[src/rtl/matprod_stage_sequencer.sv]
// Sequences the four ap_ctrl_hs matprod sub-kernels strictly in order, one invocation each per run.
// Define STAGE_PROFILE_EN to build the per-stage saturating cycle counters.
module matprod_stage_sequencer #(
  parameter int NUM_STAGES = 4,
  parameter int CNT_W      = 32
) (
  input  logic                        clk_i,
  input  logic                        rst_i,
  input  logic                        start_i,
  input  logic [NUM_STAGES-1:0]       skip_mask_i,
  output logic                        ready_o,
  output logic                        done_o,
  output logic                        idle_o,
  output logic                        proto_err_o,
  output logic [NUM_STAGES-1:0]       stage_start_o,
  input  logic [NUM_STAGES-1:0]       stage_ready_i,
  input  logic [NUM_STAGES-1:0]       stage_done_i,
  output logic [NUM_STAGES*CNT_W-1:0] stage_cycles_o
);

  localparam int CUR_W = (NUM_STAGES > 1) ? $clog2(NUM_STAGES) : 1;

  typedef enum logic [1:0] {S_IDLE, S_LAUNCH, S_WAIT_DONE, S_FINISH} state_e;

  state_e                state_q, state_d;
  logic [CUR_W-1:0]      cur_q, cur_d;
  logic [NUM_STAGES-1:0] skip_q, skip_d;
  logic                  ready_q, ready_d;
  logic                  proto_q, proto_d;

  logic                  first_vld, next_vld, advance;
  logic [CUR_W-1:0]      first_idx, next_idx;
  logic [NUM_STAGES-1:0] active;

  // Downward scans so the last hit is the lowest qualifying index.
  always_comb begin
    first_vld = 1'b0;
    first_idx = '0;
    next_vld  = 1'b0;
    next_idx  = '0;
    for (int k = NUM_STAGES - 1; k >= 0; k--) begin
      if (!skip_mask_i[k]) begin
        first_vld = 1'b1;
        first_idx = CUR_W'(k);
      end
      if (!skip_q[k] && (k > int'(cur_q))) begin
        next_vld = 1'b1;
        next_idx = CUR_W'(k);
      end
    end
  end

  assign active = ((state_q == S_LAUNCH) || (state_q == S_WAIT_DONE)) ?
                  (NUM_STAGES'(1) << cur_q) : '0;

  always_comb begin
    state_d = state_q;
    cur_d   = cur_q;
    skip_d  = skip_q;
    ready_d = 1'b0;
    proto_d = proto_q | (|(stage_done_i & ~active));
    advance = 1'b0;
    case (state_q)
      S_IDLE: begin
        if (start_i) begin
          ready_d = 1'b1;
          skip_d  = skip_mask_i;
          proto_d = 1'b0;
          if (first_vld) begin
            state_d = S_LAUNCH;
            cur_d   = first_idx;
          end else begin
            state_d = S_FINISH;
          end
        end
      end
      S_LAUNCH: begin
        if (stage_ready_i[cur_q]) begin
          if (stage_done_i[cur_q]) advance = 1'b1;
          else                     state_d = S_WAIT_DONE;
        end
      end
      S_WAIT_DONE: begin
        if (stage_done_i[cur_q]) advance = 1'b1;
      end
      S_FINISH: begin
        // An all-skipped run lands here while ready is still pulsing; hold one
        // extra cycle so done never coincides with ready.
        if (!ready_q) state_d = S_IDLE;
      end
      default: state_d = S_IDLE;
    endcase
    if (advance) begin
      if (next_vld) begin
        state_d = S_LAUNCH;
        cur_d   = next_idx;
      end else begin
        state_d = S_FINISH;
      end
    end
  end

  always_ff @(posedge clk_i or posedge rst_i) begin
    if (rst_i) begin
      state_q <= S_IDLE;
      cur_q   <= '0;
      skip_q  <= '0;
      ready_q <= 1'b0;
      proto_q <= 1'b0;
    end else begin
      state_q <= state_d;
      cur_q   <= cur_d;
      skip_q  <= skip_d;
      ready_q <= ready_d;
      proto_q <= proto_d;
    end
  end

  assign ready_o       = ready_q;
  assign done_o        = (state_q == S_FINISH) && !ready_q;
  assign idle_o        = (state_q == S_IDLE);
  assign proto_err_o   = proto_q;
  assign stage_start_o = (state_q == S_LAUNCH) ? (NUM_STAGES'(1) << cur_q) : '0;

`ifdef STAGE_PROFILE_EN
  logic accept;
  assign accept = (state_q == S_IDLE) && start_i;

  for (genvar k = 0; k < NUM_STAGES; k++) begin : g_prof
    logic [CNT_W-1:0] cnt_q;
    always_ff @(posedge clk_i or posedge rst_i) begin
      if (rst_i)                             cnt_q <= '0;
      else if (accept)                       cnt_q <= '0;
      else if (active[k] && (cnt_q != '1))   cnt_q <= cnt_q + 1'b1;
    end
    assign stage_cycles_o[k*CNT_W +: CNT_W] = cnt_q;
  end
`else
  assign stage_cycles_o = '0;
`endif

endmodule

[config.mk]
export PLATFORM = sky130hd
export DESIGN_NAME = matprod_stage_sequencer
export DESIGN_NICKNAME = d
export VERILOG_FILES = /design/src/rtl/matprod_stage_sequencer.sv
export SDC_FILE = /design/constraint.sdc
export NUM_CORES = 1
export LEC_CHECK = 0
export CAP_MARGIN = 20
export CELL_PAD_IN_SITES_DETAIL_PLACEMENT = 1
export CELL_PAD_IN_SITES_GLOBAL_PLACEMENT = 1
export CORE_UTILIZATION = 21
export DETAILED_ROUTE_END_ITERATION = 10
export GPL_TIMING_DRIVEN = 0
export HOLD_SLACK_MARGIN = 0.1
export PLACE_DENSITY_LB_ADDON = 0.1
export SLEW_MARGIN = 20
export SYNTH_ARGS = -nofsm -noshare
export SYNTH_HDL_FRONTEND = slang
export SYNTH_SLANG_ARGS = --single-unit
[constraint.sdc]
create_clock -name clk_i -period 2.25 [get_ports clk_i]
set_input_delay 0.225 -clock clk_i [delete_from_list [all_inputs] [get_ports clk_i]]
set_output_delay 0.225 -clock clk_i [all_outputs]
set_load 0.02 [all_outputs]
==> flow_metrics.env, run 1 <==
export IMPL_core_um2=7767
export IMPL_drt_iter0_markers=22
export IMPL_ant_nets=0
export IMPL_maxCapViolCount=0
export IMPL_area_delta_synth_final_pct=51.52
export IMPL_p_int_mw=0.9457
export IMPL_crit_type="register to output pin"
export IMPL_fin_crit_ns=2.134
export IMPL_gr_total_overflow=0
export IMPL_avgSynthCellArea_um2=7.962
export IMPL_yosysTopAreaCellShare_pct=56.93
export IMPL_ioPinCount=151
export IMPL_nets=383
export IMPL_status="completed"
export IMPL_yosysUniqueCellTypes=35
export IMPL_initial_core_util_pct=21.73
export IMPL_p_per_area_nw_per_um2=700.8
export IMPL_chipWidth_um=91.65
export IMPL_slew_violations=0
export IMPL_die_y_um=91.65
export IMPL_ys_warn_count=0
export IMPL_synth_seq_cells=9
export IMPL_drive_gt1_share_pct=38.84
export IMPL_switching_power_mw=0.8466
export IMPL_cp_required_ns=2.03
export IMPL_setup_viol=0
export IMPL_mostFrequentLayoutCells="buf_4 (128), conb_1 (128), clkdlybuf4s50_1 (20)"
export IMPL_r2r_end="state_q[0]$_DFFE_PP0P_"
export IMPL_postCtsHoldBufs=0
export IMPL_grtUsageTotal_pct=8.345
export IMPL_rsz0062_at_grt="no"
export IMPL_r2r_slack_ns=0.45
export IMPL_antenna_found_initial=0
export IMPL_via_per_inst=3.034
export IMPL_ctsLongestPathBuffers=2
export IMPL_swShare_pct=47.23
export IMPL_tritoncts="done"
export IMPL_worst_path_max_fanout=10
export IMPL_grt_max_degree=11
export IMPL_r2r_start="cur_q[0]$_DFF_PP0_"
export IMPL_dp_final_hpwl_um=3262
export IMPL_synth_top_area_cell="buf_4"
export IMPL_p_clk_share_pct=10.5
export IMPL_synth_area_um2=1688
export IMPL_min_period_over_period_pct=94.86
export IMPL_firstDrtPassIters=3
export IMPL_reg2regPathDepth=5
export IMPL_p_total_mw=1.792
export IMPL_fin_setup_tns_ns=0
export IMPL_hp_class="input pin to async pin"
export IMPL_gp_congestion=0.7319
export IMPL_grt_pass1_wl_um=5844
export IMPL_cts_buffers=3
export IMPL_fin_util_pct=32.93
export IMPL_cts_num_sinks=9
export IMPL_fill_cells=1020
export IMPL_wl_um=3613
export IMPL_wl_per_cell_um=7.770
export IMPL_die_area_um2=8400
export IMPL_synthCells=212
export IMPL_clk_pin_slew_worst_paths_ns=0.05
export IMPL_clock_root_buffer="clkbuf_8"
export IMPL_grt_pass1_vias=1277
export IMPL_ys_seq_area_share_pct=13.34
export IMPL_vias=1411
export IMPL_combPwrFrac_pct=72.6
export IMPL_h_tree_depth=1
export IMPL_port_buffers=22
export IMPL_route_detailed_drc=0
export IMPL_skew_ns=0.002056
export IMPL_endpoint_kind="output pin"
export IMPL_leakage_nw=1.580
export IMPL_hold_viol_final=0
export IMPL_vdd_drop_max_v=0.0002270
export IMPL_antennaDiodeCount=0
export IMPL_rows=32
export IMPL_fmax_mhz=468.5
export IMPL_ys_top_cells_by_area="buf_4 (57%), dfrtp_1 (13%), ha_1 (3.0%)"
export IMPL_critPathArrivalTime_ns=1.91
export IMPL_crit_path_start_kind="register"
export IMPL_clk_latency_ns=0.23
export IMPL_seq_power_share_pct=17.0
-- cells in the mapped netlist --
master / number
dfrtp_1: 9
o2bb2ai_1: 1
o22ai_1: 2
inv_1: 6
ha_1: 4
o31ai_2: 1
buf_2: 1
and2_2: 1
dlygate4sd1_1: 1
nor2_1: 7
mux2_2: 2
a221oi_4: 1
o21ai_0: 5
clkbuf_1: 2
and2b_1: 1
and2_1: 1
o311a_2: 1
buf_4: 128
nor3b_1: 1
a221o_1: 1
o31ai_1: 1
a21oi_1: 9
nand3b_1: 2
a31oi_1: 2
conb_1: 1
nor2b_1: 2
nand2_1: 8
nand4_1: 1
and3_1: 1
nor3_1: 3
buf_6: 1
a22oi_1: 1
mux4_2: 1
mux2i_1: 2
and3b_1: 1
-- power groups by stage --
| stage | clock network (mW) | registers (mW) | logic (mW) |
|---|---|---|---|
| 4_1_cts | 0.197 | 0.304 | 1.31 |
| 5_1_grt | 0.204 | 0.316 | 1.44 |
| 3_5_place_dp | 0 | 0.306 | 1.30 |
| 6_report | 0.187 | 0.304 | 1.30 |
| 2_1_floorplan | 0 | 0.302 | 1.02 |
| 3_3_place_gp | 0 | 0.303 | 1.30 |
-- critical path, stage by stage, from the launching register on --
cell	delay [ns]
dfrtp_1	0.36
buf_6	0.13
dlygate4sd1_1	0.33
and3b_1	0.24
clkdlybuf4s50_1	0.61
-- area by class of cell --
type                       instances  area [um2]  share of cell area [%]
buffer                           131       985.9                   38.55
timing repair buffer              22       225.2                   8.806
multi-input combinational        191       925.9                   36.20
tap                              102       127.6                   4.990
sequential                         9       225.2                   8.806
clock buffer                       4       45.04                   1.761
inverter                           6       22.52                  0.8806
-- state kept, by name (all words and copies together), names as in the netlist --
signal       count
cur_q            2
proto_err_o      1
ready_o          1
skip_q           3
state_q          2
-- metrics by stage --
stage | instance area [um2] | setup slack (ns) | hold WS [ns] | cells
after detailed placement | 2512 | 0.2024 | 0.5188 | 463
after CTS | 2554 | 0.04811 | 0.2980 | 466
final | 2557 | 0.1157 | 0.2752 | 465
after floorplan | 2165 | 0.5308 | 0.05292 | 339
after global routing | 2557 | 0.01938 | 0.3269 | 465
after global placement | 2512 | 0.2123 | 0.5045 | 463
-- worst max-delay path by stage --
stage,from,to,depth (start not counted)
floorplan,state_q[1]$_DFFE_PP0P_,state_q[0]$_DFFE_PP0P_,6
global placement,stage_done_i[3],state_q[0]$_DFFE_PP0P_,5
detailed placement,state_q[1]$_DFFE_PP0P_,stage_start_o[1],6
CTS,cur_q[0]$_DFF_PP0_,stage_start_o[0],5
global route,cur_q[0]$_DFF_PP0_,stage_start_o[2],4
finish,cur_q[0]$_DFF_PP0_,stage_start_o[2],4
-- routing by layer --
layer  track usage, %  vias to the layer above  wire length (um)
li1                 -                      728                 -
met1            9.960                      596              1481
met2            14.66                       85              1681
met3            2.653                        2               434
met4            1.587                        0                16
met5                0                        -                 0
-- kinds of logic after synthesis --
family,synth area share (%)
other,0.2222
and+or+nand+nor,8.822
muxes,3.855
adders and majority gates,2.965
AOI/OAI and AO/OA,10.60
buffers and inverters,60.19
DFF,13.34
-- repair_timing --
item / CTS / global route
buffers inserted: 0 / 0
resized for setup: 0 / 3
endpoints found under the setup margin: 3 / 4
Power figures use the tool's default switching activity.
==> run 2, diff against run 1 <==
--- a/config.mk
+++ b/config.mk
@@ -5,10 +5,11 @@
 export SDC_FILE = /design/constraint.sdc
 export NUM_CORES = 1
 export LEC_CHECK = 0
+export ABC_AREA = 1
 export CAP_MARGIN = 20
 export CELL_PAD_IN_SITES_DETAIL_PLACEMENT = 1
 export CELL_PAD_IN_SITES_GLOBAL_PLACEMENT = 1
-export CORE_UTILIZATION = 21
+export CORE_UTILIZATION = 20
 export DETAILED_ROUTE_END_ITERATION = 10
 export GPL_TIMING_DRIVEN = 0
 export HOLD_SLACK_MARGIN = 0.1
==> run 2 against run 1 <==
Against the previous run:
- global-route usage down 0.18 points
- routed wire length up 6.3%
- critical path type unchanged
- utilization down 1.6 points
==> flow_metrics.env, run 2 <==
export IMPL_port_buffers=22
export IMPL_seq_area_um2=225.2
export IMPL_synthCells=242
export IMPL_largest_reg_flops=3
export IMPL_h_tree_depth=1
export IMPL_fill_cells=1121
export IMPL_synth_top_family_by_area="buffers and inverters"
export IMPL_fin_crit_ns=2.080
export IMPL_multi_input_area_um2=932.1
export IMPL_synthXorXnorAreaFrac_pct=0
export IMPL_crit_buf_inv=3
export IMPL_status="completed"
export IMPL_synth_mux_area_share_pct=0
export IMPL_route_detailed_drc=0
export IMPL_postCtsHoldBufs=0
export IMPL_initial_core_util_pct=20.85
export IMPL_fin_setup_tns_ns=0
export IMPL_clk_latency_ns=0.24
export IMPL_cts_buffers=3
export IMPL_worst_path_max_fanout=6
export IMPL_timing_hold_ws_ns=0.2680
export IMPL_firstDrtPassIters=4
export IMPL_core_um2=8299
export IMPL_yosysUniqueCellTypes=24
export IMPL_grt_pass1_vias=1230
export IMPL_ant_nets=0
export IMPL_crit_type="register to output pin"
export IMPL_grt_busiest_layer="met2"
export IMPL_cp_required_ns=2.03
export IMPL_synth_async_reset_ratio_pct=100.0
export IMPL_leakage_nw=1.644
export IMPL_ctsLongestPathBuffers=2
export IMPL_grt_use_met1_pct=10.29
export IMPL_die_area_um2=9028
export IMPL_yosysMostFrequentCell="buf_4"
export IMPL_synth_commonest_cells="buf_4 (128), nand2_1 (33), inv_1 (12)"
export IMPL_min_period_over_period_pct=92.44
export IMPL_antennaDiodeCount=0
export IMPL_slew_violations=0
export IMPL_synthSimpleGateAreaFrac_pct=16.78
export IMPL_ys_seq_area_share_pct=13.02
export IMPL_path_common_cell="inv_1"
export IMPL_clock_root_buffer="clkbuf_8"
export IMPL_clk_pin_slew_worst_paths_ns=0.05
export IMPL_cpPeakStageDelay_ns=0.63
export IMPL_endpoint_kind="output pin"
export IMPL_cts_resized=0
export IMPL_r2r_start="state_q[0]$_DFFE_PP0P_"
export IMPL_avgSynthCellArea_um2=7.150
export IMPL_rsz0062_at_grt="no"
export IMPL_drt_iter0_markers=33
export IMPL_nets=415
export IMPL_synth_edf_count=0
export IMPL_wl_um=3842
export IMPL_synth_top_area_cell="buf_4"
export IMPL_vdd_drop_max_v=0.0001998
export IMPL_crit_path_start_kind="register"
export IMPL_die_y_um=95.02
export IMPL_area_delta_synth_final_pct=50.47
export IMPL_ys_warn_count=0
export IMPL_grt_pass1_wl_um=5775
export IMPL_skew_ns=0.003260
export IMPL_startpoint="state_q[1]$_DFFE_PP0P_"
export IMPL_grtUsageTotal_pct=8.170
export IMPL_antenna_found_initial=0
export IMPL_vias=1451
export IMPL_dp_final_hpwl_um=3516
export IMPL_p_per_area_nw_per_um2=701.5
export IMPL_met3_usage_pct=2.153
export IMPL_post_cts_buffers=0
export IMPL_cts_num_sinks=9
export IMPL_crit_end="stage_start_o[3]"
export IMPL_largest_register="skip_q"
export IMPL_via_per_inst=2.902
export IMPL_cpMaxStageDelayCell="clkdlybuf4s50_1"
export IMPL_synth_area_um2=1730
export IMPL_maxCapViolCount=0
export IMPL_dp_cells=496
export IMPL_path_depth=5
export IMPL_largestRegisters="skip_q: 3 flops, cur_q: 2 flops, state_q: 2 flops"
export IMPL_r2r_end="cur_q[0]$_DFF_PP0_"
export IMPL_synth_fa_ha_area_share_pct=2.892
export IMPL_wl_per_cell_um=7.684
export IMPL_crit_chain="inv_1 -> ha_1 -> inv_1 -> nor2_1 -> clkdlybuf4s50_1"
export IMPL_drive_gt1_share_pct=38.48
export IMPL_hold_viol_final=0
export IMPL_fmax_mhz=480.8
export IMPL_tritoncts="done"
export IMPL_dominantRegCellSynth="dfrtp_1"
export IMPL_critPathArrivalTime_ns=1.85
export IMPL_hp_class="input pin to async pin"
export IMPL_cp_top_family="buffers and inverters"
export IMPL_chipWidth_um=95.02
export IMPL_instances_no_fill=500
export IMPL_ys_top_cells_by_area="buf_4 (56%), dfrtp_1 (13%), nand2_1 (7.2%)"
export IMPL_r2r_slack_ns=0.59
export IMPL_gp_congestion=0.8014
export IMPL_globalRouteMet2Util_pct=13.31
export IMPL_reg2regPathDepth=8
export IMPL_synth_seq_cells=9
export IMPL_yosysTopAreaCellShare_pct=55.53
export IMPL_mostFrequentLayoutCells="buf_4 (128), conb_1 (128), nand2_1 (33)"
export IMPL_synth_compound_area_share_pct=6.435
export IMPL_ioPinCount=151
export IMPL_grt_max_degree=10
export IMPL_rows=33
export IMPL_setup_viol=0
export IMPL_gr_total_overflow=0
[run 2: changes by cell type after synthesis, moves of 4 or more]
cell	previous run	this run
nand2_1	8	33
nand2_2	0	8
inv_1	6	12
inv_2	0	4
nand3_1	0	4
[run 2: cell type report]
type	instances	area share, %
inverters	17	2.547
clock buffers	4	1.730
multi-input cells	213	35.80
repair buffers	22	8.457
flip-flops and latches	9	8.650
well taps	105	5.046
plain buffers	130	37.77
[run 2: per-stage QoR]
step                      utilization (%)  worst slack (ns)  total power, mW  cell area [um2]
after floorplan                         -            0.7120            1.352             2207
after global placement              30.83            0.4001            1.633             2559
after detailed placement            30.83            0.3935            1.645             2559
after CTS                           31.37            0.1299            1.850             2604
after global routing                31.37           0.02379            2.016             2604
final                               31.37            0.1701            1.827             2604
[run 2: kinds of logic after synthesis]
logic type | Yosys count
buf+inv | 147
simple gates | 61
compound gates | 20
flops | 9
fa+ha+maj | 4
other cells | 1
[run 2: where the power goes]
part | leakage [nW] | total [mW] | internal, mW | switching [mW]
Sequential | 0.110 | 0.283 | 0.237 | 0.0468
Clock | 0.0228 | 0.193 | 0.124 | 0.0691
Combinational | 1.51 | 1.35 | 0.528 | 0.822
Total | 1.64 | 1.83 | 0.888 | 0.938
[run 2: worst min path at each step]
stage | from | end | depth (start not counted) | slack (ns)
floorplan | rst_i | cur_q[0]$_DFF_PP0_ | 1 | 0.05
global placement | skip_q[2]$_DFFE_PP0P_ | skip_q[2]$_DFFE_PP0P_ | 2 | 0.47
detailed placement | skip_q[2]$_DFFE_PP0P_ | skip_q[2]$_DFFE_PP0P_ | 2 | 0.47
CTS | rst_i | skip_q[1]$_DFFE_PP0P_ | 2 | 0.29
global route | rst_i | skip_q[2]$_DFFE_PP0P_ | 2 | 0.30
finish | rst_i | skip_q[1]$_DFFE_PP0P_ | 2 | 0.27
[run 2: per-layer routing]
| layer | up-vias | routed length (um) |
|---|---|---|
| met4 | 0 | 55 |
| met5 | - | 0 |
| li1 | 791 | - |
| met2 | 85 | 1754 |
| met1 | 571 | 1597 |
| met3 | 4 | 434 |
[run 2: worst register-to-register path: cells and delay by family (launching register included)]
| kind | cells | cell delay [ns] |
|---|---|---|
| AO/OA/AOI/OAI | 3 | 0.44 |
| flip-flops | 1 | 0.40 |
| buffers and inverters | 2 | 0.28 |
| AND/OR/NAND/NOR | 2 | 0.25 |
| adder cells (fa/ha/maj) | 1 | 0.23 |
